### config.mk
export PLATFORM = sky130hd
export DESIGN_NAME = vend_ctrl
export DESIGN_NICKNAME = d
export VERILOG_FILES = /design/src/rtl/vend_ctrl.sv
export SDC_FILE = /design/constraint.sdc
export NUM_CORES = 1
export LEC_CHECK = 0
export CAP_MARGIN = 20
export CORE_MARGIN = 3
export CORE_UTILIZATION = 30
export CTS_CLUSTER_SIZE = 10
export DETAILED_ROUTE_END_ITERATION = 8
export GPL_ROUTABILITY_DRIVEN = 0
export SKIP_CTS_REPAIR_TIMING = 1
export SKIP_LAST_GASP = 1
export SYNTH_ARGS = -nofsm -noshare
export SYNTH_HDL_FRONTEND = slang
export SYNTH_SLANG_ARGS = --single-unit
### constraint.sdc
create_clock -name clk -period 5.2 [get_ports clk]
set_input_delay 0.52 -clock clk [delete_from_list [all_inputs] [get_ports clk]]
set_output_delay 0.52 -clock clk [all_outputs]
set_load 0.02 [all_outputs]
### src/rtl/vend_ctrl.sv
// ---------------------------------------------------------------------------
// vend_ctrl : coin-accumulating vending controller (credit, vend, change)
// Rev 1.0
// ---------------------------------------------------------------------------
`default_nettype none

module vend_ctrl #(
  parameter int PRICE_N      = 4,
  parameter int CREDIT_W     = 4,
  parameter int MAX_CREDIT_N = 15
) (
  input  logic                clk,
  input  logic                clrbar,
  input  logic                nickel,
  input  logic                dime,
  input  logic                quarter,
  input  logic                cancel,
  output logic                dispense,
  output logic                change,
  output logic                coin_return,
  output logic [CREDIT_W-1:0] credit,
  output logic                busy
);

  typedef enum logic [1:0] {
    ACCEPT = 2'd0,
    VEND   = 2'd1,
    CHANGE = 2'd2
  } state_t;

  localparam logic [CREDIT_W-1:0] C_PRICE     = CREDIT_W'(PRICE_N);
  localparam logic [CREDIT_W:0]   C_PRICE_EXT = (CREDIT_W+1)'(PRICE_N);
  localparam logic [CREDIT_W:0]   C_MAX_EXT   = (CREDIT_W+1)'(MAX_CREDIT_N);
  localparam logic [CREDIT_W-1:0] C_ONE       = CREDIT_W'(1);

  state_t              state_q, state_d;
  logic [CREDIT_W-1:0] credit_q, credit_d;
  logic                dispense_q, dispense_d;
  logic                change_q, change_d;
  logic                coin_return_q, coin_return_d;
  logic                busy_q, busy_d;

  logic [1:0]          w_ncoins;
  logic                w_any_coin;
  logic [CREDIT_W:0]   w_value;
  logic [CREDIT_W:0]   w_sum;

  assign w_ncoins   = {1'b0, nickel} + {1'b0, dime} + {1'b0, quarter};
  assign w_any_coin = (w_ncoins != 2'd0);

  always_comb begin
    w_value = '0;
    if (nickel)       w_value = (CREDIT_W+1)'(1);
    else if (dime)    w_value = (CREDIT_W+1)'(2);
    else if (quarter) w_value = (CREDIT_W+1)'(5);
  end

  // One bit wider than the credit register so an overflowing coin is seen, not wrapped.
  assign w_sum = {1'b0, credit_q} + w_value;

  always_comb begin
    state_d       = state_q;
    credit_d      = credit_q;
    dispense_d    = 1'b0;
    change_d      = 1'b0;
    coin_return_d = 1'b0;

    case (state_q)
      ACCEPT: begin
        if (cancel && (credit_q != '0)) begin
          state_d       = CHANGE;
          coin_return_d = w_any_coin;
        end else if (w_ncoins > 2'd1) begin
          coin_return_d = 1'b1;
        end else if (w_ncoins == 2'd1) begin
          if (w_sum > C_MAX_EXT) begin
            coin_return_d = 1'b1;
          end else begin
            credit_d = w_sum[CREDIT_W-1:0];
            if (w_sum >= C_PRICE_EXT) state_d = VEND;
          end
        end
      end

      VEND: begin
        dispense_d    = 1'b1;
        credit_d      = credit_q - C_PRICE;
        state_d       = (credit_q != C_PRICE) ? CHANGE : ACCEPT;
        coin_return_d = w_any_coin;
      end

      CHANGE: begin
        coin_return_d = w_any_coin;
        // Exit on the last nickel so credit lands exactly on zero.
        if (credit_q == '0) begin
          state_d = ACCEPT;
        end else begin
          change_d = 1'b1;
          credit_d = credit_q - C_ONE;
          if (credit_q == C_ONE) state_d = ACCEPT;
        end
      end

      default: begin
        state_d  = ACCEPT;
        credit_d = '0;
      end
    endcase

    busy_d = (state_d != ACCEPT);
  end

  always_ff @(posedge clk) begin
    if (!clrbar) begin
      state_q       <= ACCEPT;
      credit_q      <= '0;
      dispense_q    <= 1'b0;
      change_q      <= 1'b0;
      coin_return_q <= 1'b0;
      busy_q        <= 1'b0;
    end else begin
      state_q       <= state_d;
      credit_q      <= credit_d;
      dispense_q    <= dispense_d;
      change_q      <= change_d;
      coin_return_q <= coin_return_d;
      busy_q        <= busy_d;
    end
  end

  assign dispense    = dispense_q;
  assign change      = change_q;
  assign coin_return = coin_return_q;
  assign credit      = credit_q;
  assign busy        = busy_q;

endmodule

`default_nettype wire

* Word-level counts from Yosys, hierarchy flattened
Cells that the tools add are included.
Word-level totals: bits of input ports 6, bits in registers 10, output and inout bits 8, logic and storage cells 58
Cells by class: reduce and logical (&&, ||, !) cells 9, magnitude comparators 3, add/sub/neg operators 5, multiplexer cells 25, equal/unequal tests 10
Operators by type and width (number):
- $mux W4 | 5
- $mux W2 | 8
- $pmux W4 S3 | 1
- $ne A2 B2 Y1 const B | 5
- $mux W3 | 3
- $mux W1 | 6
- $pmux W2 S3 | 1
- $add A4 B5 Y5 | 1
- $ge A5 B3 Y1 const B | 1
- $gt A5 B4 Y1 const B | 1
- $reduce_and A5 Y1 | 1
- $eq A2 B1 Y1 const B | 2
- $eq A4 B1 Y1 const B | 1
- $logic_not A4 Y1 | 1
- $ne A4 B3 Y1 const B | 1
- $reduce_bool A2 Y1 | 2
- $reduce_bool A4 Y1 | 1
- $sub A4 B1 Y4 const B | 1
- $sub A4 B3 Y4 const B | 1
- $add A1 B1 Y2 | 1
- $add A2 B1 Y2 | 1
- $eq A2 B2 Y1 const B | 1
- $gt A2 B1 Y1 const B | 1
- $logic_not A2 Y1 | 1
- other kinds (4) | 4

* Depth between registers and ports, before layout
Gate-level depths: netlist of run 1.
depth after elaboration 12, depth in mapped cells 8, gate-level depth less buffers 8

* Least setup slack after synthesis of run 1
Ideal clock, no wire load.
path type in2reg, from input dime, to register credit_q[0] (netlist: credit[0]), slack 3.163 ns, arrival 1.965 ns, setup time 0.072 ns, required time 5.128 ns, buffers on the path 0, stages on the path 8, path through nand2b_1 -> nand2b_1 -> ha_1 -> fa_1 -> nand3_2 -> a41oi_4 -> nor3_2 -> mux2i_1
Between the ends: longest elaborated chain between the ends 8, elaborated cells on any way between the ends 17, those cells by class add/sub (3); order compare (2); eq/ne (4); mux (7); reduce/logical (1)
Ends and longest elaborated chain:
- start: declaration | RTL line 15 | input logic dime,
- branches (longest 8 deep; another with $add A4 B5 Y5)
- end signal: assignment | RTL line 123 | credit_q <= credit_d;
- end: declaration | RTL line 37 | logic [CREDIT_W-1:0] credit_q, credit_d;
Several ways; the timed one is not identified. The select of a mux whose other input is x is not followed. A chain may end at the register's enable or synchronous reset.

* Worst setup path in the final report of run 1
from input dime, to register credit_q[1] (netlist: credit[1])
Same word-level chain as after synthesis.

==> qor.yml, run 1 <==
root_buffer: "clkbuf_4"
htreeDepth: 1
drt_iter0_drc: 17
final_common_cell: "clkdlybuf4s50_1"
final_net_count: 136
synthesis.nets: 120
netlist_top_cells_area: "dfxtp_1, ha_1, nand2_1"
synthCells: 101
cts_buffers: 3
wl_um: 1930
routedWlPerCell_um: 13.2
max_cap_viol_count: 0
port_buffers: 13
fmax_ghz: 0.413
ys_seq_elements: 10
cp-start-kind: "primary input"
ys_warn_count: 0
whs_ns: 0.572
power_leakage_nw: 0.428
yosysTopAreaCell: "dfxtp_1"
relSlewSlack: 0.721
ff2ff_setup_slack_ns: 3.30
vias: 787
final.setup.tns_ns: 0
synth_top_area_share: 0.228
worstSkewPairLatency_ns: 0.27
final_layout_size_suffix_gt1_frac: 0.112
ios: 14
clk_pin_slew_ns: 0.07
power.total_w: 0.000516
slew_violations: 0
grt_pass1_vias: 723
cts_tree: "built"
netlist_area_um2: 878
hold_path_class: "flop to flop"
rows: 18
route.detailed.drc: 0
period_needed_ns: 2.42
ys.flop_type: "dfxtp_1"
cts_buffer_depth: 2
rsz0062_at_grt: "false"
status: "complete, no violations"
die-area_um2: 3610
grt_pass1_wl_um: 3280
core-area_um2: 2640
grt_max_degree: 11
grt_usage: 0.123
multiInputGateArea_um2: 622
max_slew.worst_pin.slew_ns: 0.418
finalSetupViolCount: 0
finalCritPeriodShare: 0.466
syn2layout_area_growth_pct: 20.7
seq_area_um2: 200
fp.dieW_um: 60.1
critPathCaptureType: "flop"
crit_path_max_fanout: 5
globalRouteOverflowTotal: 0
drt_first_pass_iters: 4
postRouteAntennaNets: 0
layout.cells.most_common_list: "clkdlybuf4s50_1, nand2_1, ha_1"
nFillCells: 281
path_class: "primary input to flop"
synth_edf_count: 0
antenna_found_initial: 0
cts_sinks: 10
hold_viol_final: 0
arrival_ns: 2.63
avgSynthCellArea_um2: 8.70
dp_hpwl_um: 1520
cp.required_ns: 5.40
vias_per_cell: 5.39
start_util: 0.333
peakVddDrop_mv: 0.199
fin_worst_skew_ns: 0.00812
seq_area_frac_synth: 0.228
n_antenna_cell: 0
ys_async_sr_fraction: 0
synth.distinct_cells: 37
die_h_um: 60.1
p_per_area_nw_per_um2: 487
-- area by class of cell --
cell class / instances / area share
Sequential cell: 10 / 0.189
Timing Repair Buffer: 13 / 0.123
Multi-Input combinational cell: 80 / 0.587
Tap cell: 30 / 0.0354
Inverter: 9 / 0.0319
Clock buffer: 4 / 0.0342
-- report_power, final --
part | total [W] | internal (W) | leakage [nW] | switching [W]
registers | 0.000134 | 0.0000987 | 0.0816 | 0.0000357
clock network | 0.0000705 | 0.0000425 | 0.0210 | 0.0000280
logic | 0.000311 | 0.000141 | 0.325 | 0.000169
-- state kept, by name, summed over array words and instances (netlist names) --
signal       cells
credit           4
dispense         1
busy             1
change           1
state_q          2
coin_return      1
-- kinds of logic after synthesis --
group                    Yosys count  synth area share
buffers and inverters             11            0.0641
flip-flops                        10             0.228
AND/OR/NAND/NOR                   37             0.227
adder cells (fa/ha/maj)           13             0.202
multiplexers                       2            0.0228
XOR/XNOR                           1           0.00997
AO/OA/AOI/OAI                     27             0.246
-- cells in the mapped netlist, types with 2 or more instances --
cell type,number
and3_1,2
dfxtp_1,10
nor2_1,5
a21oi_1,5
mux2i_1,2
nand2b_1,6
nand2_1,11
a31oi_1,3
fa_1,2
o21ai_0,5
buf_6,2
nand4_1,3
nand3_1,2
ha_1,11
o211ai_1,2
inv_1,9
-- worst max-delay path, cell delays in order --
cell,delay (ns)
clkdlybuf4s50_1,0.51
nand2b_1,0.14
nand2b_1,0.06
ha_1,0.22
fa_1,0.46
nand3_2,0.15
a41oi_4,0.15
nor3_2,0.21
mux2i_1,0.20
-- through the flow --
stage / setup slack, ns / utilization / cell area (um2) / cells
floorplan: 3.16 / - / 878 / 101
global placement: 2.56 / 0.388 / 1020 / 142
detailed placement: 2.51 / 0.388 / 1020 / 142
CTS: 2.77 / 0.402 / 1060 / 146
global route: 2.64 / 0.402 / 1060 / 146
finish: 2.78 / 0.402 / 1060 / 146
-- final timing paths --
check | endpoint | depth (start not counted) | from
min | credit[0] | 2 | credit[0]
min reg2reg | credit[0] | 2 | credit[0]
max | credit[1] | 9 | dime
max reg2reg | credit[1] | 6 | credit[0]
-- per-layer routing --
metal | track usage | vias to the layer above | wire (um)
met2 | 0.188 | 12 | 854
met5 | 0 | - | 0
li1 | - | 396 | -
met4 | 0.0759 | 0 | 49
met3 | 0.0194 | 5 | 43
met1 | 0.159 | 374 | 978
(Power assumes the default switching activity.)
==> inputs of run 2 (changes only) <==
Clock period 5.2 ns to 1.9 ns, I/O delays scaled along.
==> run 2 against run 1 <==
- total power increased to 3.1 times the previous value
- combinational power increased to 3.4 times the previous value
- count of clock-buffer cells in the layout unchanged
- design area increased by 14%
- first-iteration DRC count decreased by 47%
- die area unchanged
- sequential cell count unchanged
- core utilization increased by 5.7 points
- worst hold slack got worse by 0.036 ns
- worst setup slack got worse by 2.7 ns
- critical endpoint is now credit[2]
- largest cell class unchanged
==> qor.yml, run 2 (same netlist as run 1, synthesis figures left out) <==
status: "complete, no violations"
final_common_cell: "buf_4"
cts_tree: "built"
htreeDepth: 1  # unchanged
drt_iter0_drc: 9  # -8
postRouteAntennaNets: 0  # unchanged
cts_buffer_depth: 2  # unchanged
rsz0062_at_grt: "false"
grt_max_degree: 10  # -1
die_h_um: 60.1  # unchanged
layout.cells.most_common_list: "buf_4, nand2_1, clkdlybuf4s50_1"
post-route-util: 0.459  # +0.0565
n_antenna_cell: 0  # unchanged
root_buffer: "clkbuf_4"
cp_slowest_stage_delay_ns: 0.38  # -0.13 ns
dp_hpwl_um: 1710  # +13%
arrival_ns: 1.98  # -0.65 ns
hold_viol_final: 0  # unchanged
final_layout_size_suffix_gt1_frac: 0.248  # +0.136
rows: 18  # unchanged
finalCritPeriodShare: 0.952
clk_pin_slew_ns: 0.08  # about the same
p_per_area_nw_per_um2: 1300  # +170%
finalSetupViolCount: 0  # unchanged
drt_first_pass_iters: 4  # unchanged
slew_violations: 0  # unchanged
cp.required_ns: 2.08  # -3.32 ns
crit_path_max_fanout: 3  # -2
route.detailed.drc: 0  # unchanged
vias_per_cell: 5.29  # -1.9%
largest_register_ffs: 4  # unchanged
max_slew.worst_pin.slew_ns: 0.290  # -0.128 ns
vias: 841  # +6.9%
wl_um: 2150  # +12%
cts_sinks: 10  # unchanged
max_cap_viol_count: 0  # unchanged
critPathCaptureType: "flop"
fmax_ghz: 0.553
grt_usage: 0.130  # +0.00760
final.setup.tns_ns: 0  # unchanged
crit_family: "compound AO/OA/AOI/OAI gates"
worstPathCellList: "ha_4 -> fa_2 -> buf_6 -> xnor2_1 -> o22ai_1 -> a31oi_1 -> o41ai_1"
port_buffers: 13  # unchanged
start_util: 0.333  # unchanged
routedWlPerCell_um: 13.5  # +2.5%
cp-start-kind: "flop"
grt_pass1_vias: 798  # +10%
grt_pass1_wl_um: 3560  # +8.4%
worstSkewPairLatency_ns: 0.27  # about the same
power_leakage_nw: 0.530  # +24%
power.total_w: 0.00158  # +210%
peakVddDrop_mv: 0.705  # +260%
globalRouteOverflowTotal: 0  # unchanged
relSlewSlack: 0.807  # +0.0856
antenna_found_initial: 0  # unchanged
fp.dieW_um: 60.1  # unchanged
nFillCells: 267  # -5.0%
period_needed_ns: 1.81
fin_worst_skew_ns: 0.0139  # +0.00574 ns
final_net_count: 149  # +9.6%
core-area_um2: 2640  # unchanged
ios: 14  # unchanged
cp_num_buf_inv: 1  # unchanged
slowest_stage: "fa_2"
cts_buffers: 3  # unchanged
path_class: "flop to flop"
hold_path_class: "flop to flop"
die-area_um2: 3610  # unchanged
syn2layout_area_growth_pct: 37.6
run 2: worst paths after layout:
path / start / slack (ns) / cells past startpoint / to
min reg2reg: credit[1] / 0.54 / 2 / credit[1]
max: credit[0] / 0.09 / 7 / credit[2]
min: credit[1] / 0.54 / 2 / credit[1]
max reg2reg: credit[0] / 0.09 / 7 / credit[2]
run 2: cell type report:
cell class	instances	area, um2	share of cell area
Inverter	9	33.8	0.0280
Sequential cell	10	201	0.167
Tap cell	30	37.5	0.0311
Timing Repair Buffer	26	239	0.198
Clock buffer	4	36.3	0.0300
Multi-Input combinational cell	80	661	0.547
run 2: metal layers:
metal	routed length [um]	track usage	vias to the layer above	share of wire
met5	0	0	-	0
li1	-	-	425	-
met3	47	0.0216	2	0.022
met2	1040	0.224	13	0.48
met4	19	0.0380	0	0.0088
met1	1040	0.165	401	0.48
run 2: where the power goes:
group | switching, W | total, W | internal, W
clock | 0.0000783 | 0.000194 | 0.000116
combinational | 0.000550 | 0.00105 | 0.000495
sequential | 0.0000638 | 0.000336 | 0.000272
run 2: metrics by stage:
stage               cell area (um2)  hold WS (ns)  std cells  worst slack, ns
global route                   1210         0.572        159           0.0300
floorplan                       878         0.315        101           0.0614
CTS                            1140         0.604        157           -0.176
finish                         1210         0.536        159           0.0916
detailed placement             1110         0.590        153           -0.452
global placement               1110         0.578        153           -0.343
run 2: worst register-to-register path, delay by kind of cell, from the launching register on:
family | cells | cell delay, ns
flip-flops | 1 | 0.35
adder cells (fa/ha/maj) | 2 | 0.56
XOR/XNOR | 1 | 0.11
buffers and inverters | 1 | 0.14
AO/OA/AOI/OAI | 3 | 0.57
==> inputs of run 3 (changes only) <==
Settings changed: GPL_TIMING_DRIVEN set to 0, REMOVE_ABC_BUFFERS set to 1.
Clock period 1.9 ns to 2.1 ns, I/O delays scaled along.
==> run 3 against run 2 <==
- global-route usage down 0.16 points
- cell count down 8.8%
- total power down 19%
- highest routed layer unchanged
==> qor.yml, run 3 (same netlist as run 1, synthesis figures left out) <==
status: "complete, no violations"
cp_num_buf_inv: 1  # unchanged
grt_usage: 0.129  # -0.00165
seq_area_um2: 200  # -0.62%
power.total_w: 0.00127  # -19%
ios: 14  # unchanged
antenna_found_initial: 0  # unchanged
peakVddDrop_mv: 0.516  # -27%
multiInputGateArea_um2: 648  # -1.9%
fp.dieW_um: 60.1  # unchanged
worstSkewPairLatency_ns: 0.27  # about the same
nFillCells: 264  # -1.1%
cp-start-kind: "primary input"
slowest_stage: "clkdlybuf4s50_1"
root_buffer: "clkbuf_4"
drt_iter0_drc: 11  # +2
grt_max_degree: 11  # +1
finalSetupViolCount: 0  # unchanged
port_buffers: 13  # unchanged
syn2layout_area_growth_pct: 22.6
die_h_um: 60.1  # unchanged
die-area_um2: 3610  # unchanged
cts_buffers: 3  # unchanged
hold_path_class: "primary input to flop"
worstHoldStart: "dime"
core-area_um2: 2640  # unchanged
grt_pass1_wl_um: 3440  # -3.5%
clk_pin_slew_ns: 0.07  # about the same
power_leakage_nw: 0.439  # -17%
slew_violations: 0  # unchanged
final.setup.tns_ns: 0  # unchanged
fin_worst_skew_ns: 0.00666  # -0.00720 ns
critPathCaptureType: "flop"
cp_slowest_stage_delay_ns: 0.43  # +0.05 ns
route.detailed.drc: 0  # unchanged
arrival_ns: 2.18  # +0.20 ns
rsz0062_at_grt: "false"
grt_pass1_vias: 751  # -5.9%
vias_per_cell: 5.33  # +0.79%
cts_tree: "built"
rows: 18  # unchanged
drt_first_pass_iters: 4  # unchanged
cp.required_ns: 2.31  # +0.23 ns
final_layout_size_suffix_gt1_frac: 0.130  # -0.118
finalCritPeriodShare: 0.942
layout.cells.most_common_list: "nand2_1, clkdlybuf4s50_1, ha_1, dfxtp_1, inv_1"
hold_viol_final: 0  # unchanged
cts_buffer_depth: 2  # unchanged
max_cap_viol_count: 0  # unchanged
vias: 773  # -8.1%
globalRouteOverflowTotal: 0  # unchanged
fmax_ghz: 0.506
path_common_cell: "nand2b_1"
wl_um: 1880  # -12%
critPathLaunch: "quarter"
period_needed_ns: 1.98
final_net_count: 136  # -8.7%
worstPathCellList: "clkdlybuf4s50_1 -> nand2b_1 -> nand2b_1 -> ha_2 -> fa_2 -> nand3_4 -> a41oi_4 -> nor3_4 -> mux2i_1"
cts_sinks: 10  # unchanged
htreeDepth: 1  # unchanged
routedWlPerCell_um: 13.0  # -3.9%
max_slew.worst_pin.slew_ns: 0.431  # +0.141 ns
n_antenna_cell: 0  # unchanged
relSlewSlack: 0.712  # -0.0942
start_util: 0.333  # unchanged
reg2reg_from: "credit[3]"
crit_path_max_fanout: 5  # +2
p_per_area_nw_per_um2: 1180  # -9.7%
dp_hpwl_um: 1500  # -12%
crit_family: "adder cells"
largest_register_ffs: 4  # unchanged
path_class: "primary input to flop"
postRouteAntennaNets: 0  # unchanged
-- run 3: cell types whose count changed in the layout (fill, tap and decap cells not counted), sizes merged --
cell	delta
dlymetal6s2s	-1
buf	-13
clkdlybuf4s50	+1
clkbuf	-1
-- run 3: metal layers --
layer  up-vias  global-route usage  wire length [um]
met4         0              0.0475                35
met5         -                   0                 0
met3         5              0.0454                80
li1        398                   -                 -
met1       356               0.163               942
met2        14               0.199               825
-- run 3: final cells by class --
cell class,instances,area share
clock buffers,3,0.0209
flip-flops and latches,10,0.186
inverters,9,0.0314
well taps,30,0.0348
repair buffers,13,0.125
multi-input cells,80,0.602
-- run 3: worst paths after layout --
kind	slack [ns]	cells past startpoint	to
min reg2reg	0.58	2	credit[0]
max	0.12	9	credit[0]
min	0.57	3	coin_return
max reg2reg	0.21	6	credit[0]
-- run 3: per-stage QoR --
step	utilization	instance area [um2]	std cells	hold slack (ns)	setup WS, ns
after detailed placement	0.388	1020	142	0.570	-0.366
after floorplan	-	856	99	0.335	0.259
after CTS	0.397	1050	145	0.584	-0.107
final	0.409	1080	145	0.573	0.122
after global routing	0.409	1080	145	0.618	0.0129
after global placement	0.388	1020	142	0.558	-0.319
-- run 3: worst register-to-register path: stages (launching register included) --
cell     delay, ns
dfxtp_1       0.59
inv_1         0.13
ha_1          0.26
a21bo_2       0.25
a41oi_4       0.33
nor3_4        0.09
mux2i_1       0.13
-- run 3: power breakdown --
part           switching, W  leakage [nW]  internal [W]
registers         0.0000886        0.0816      0.000244
clock network     0.0000676        0.0138     0.0000663
logic              0.000441         0.344      0.000360
total              0.000598         0.439      0.000671
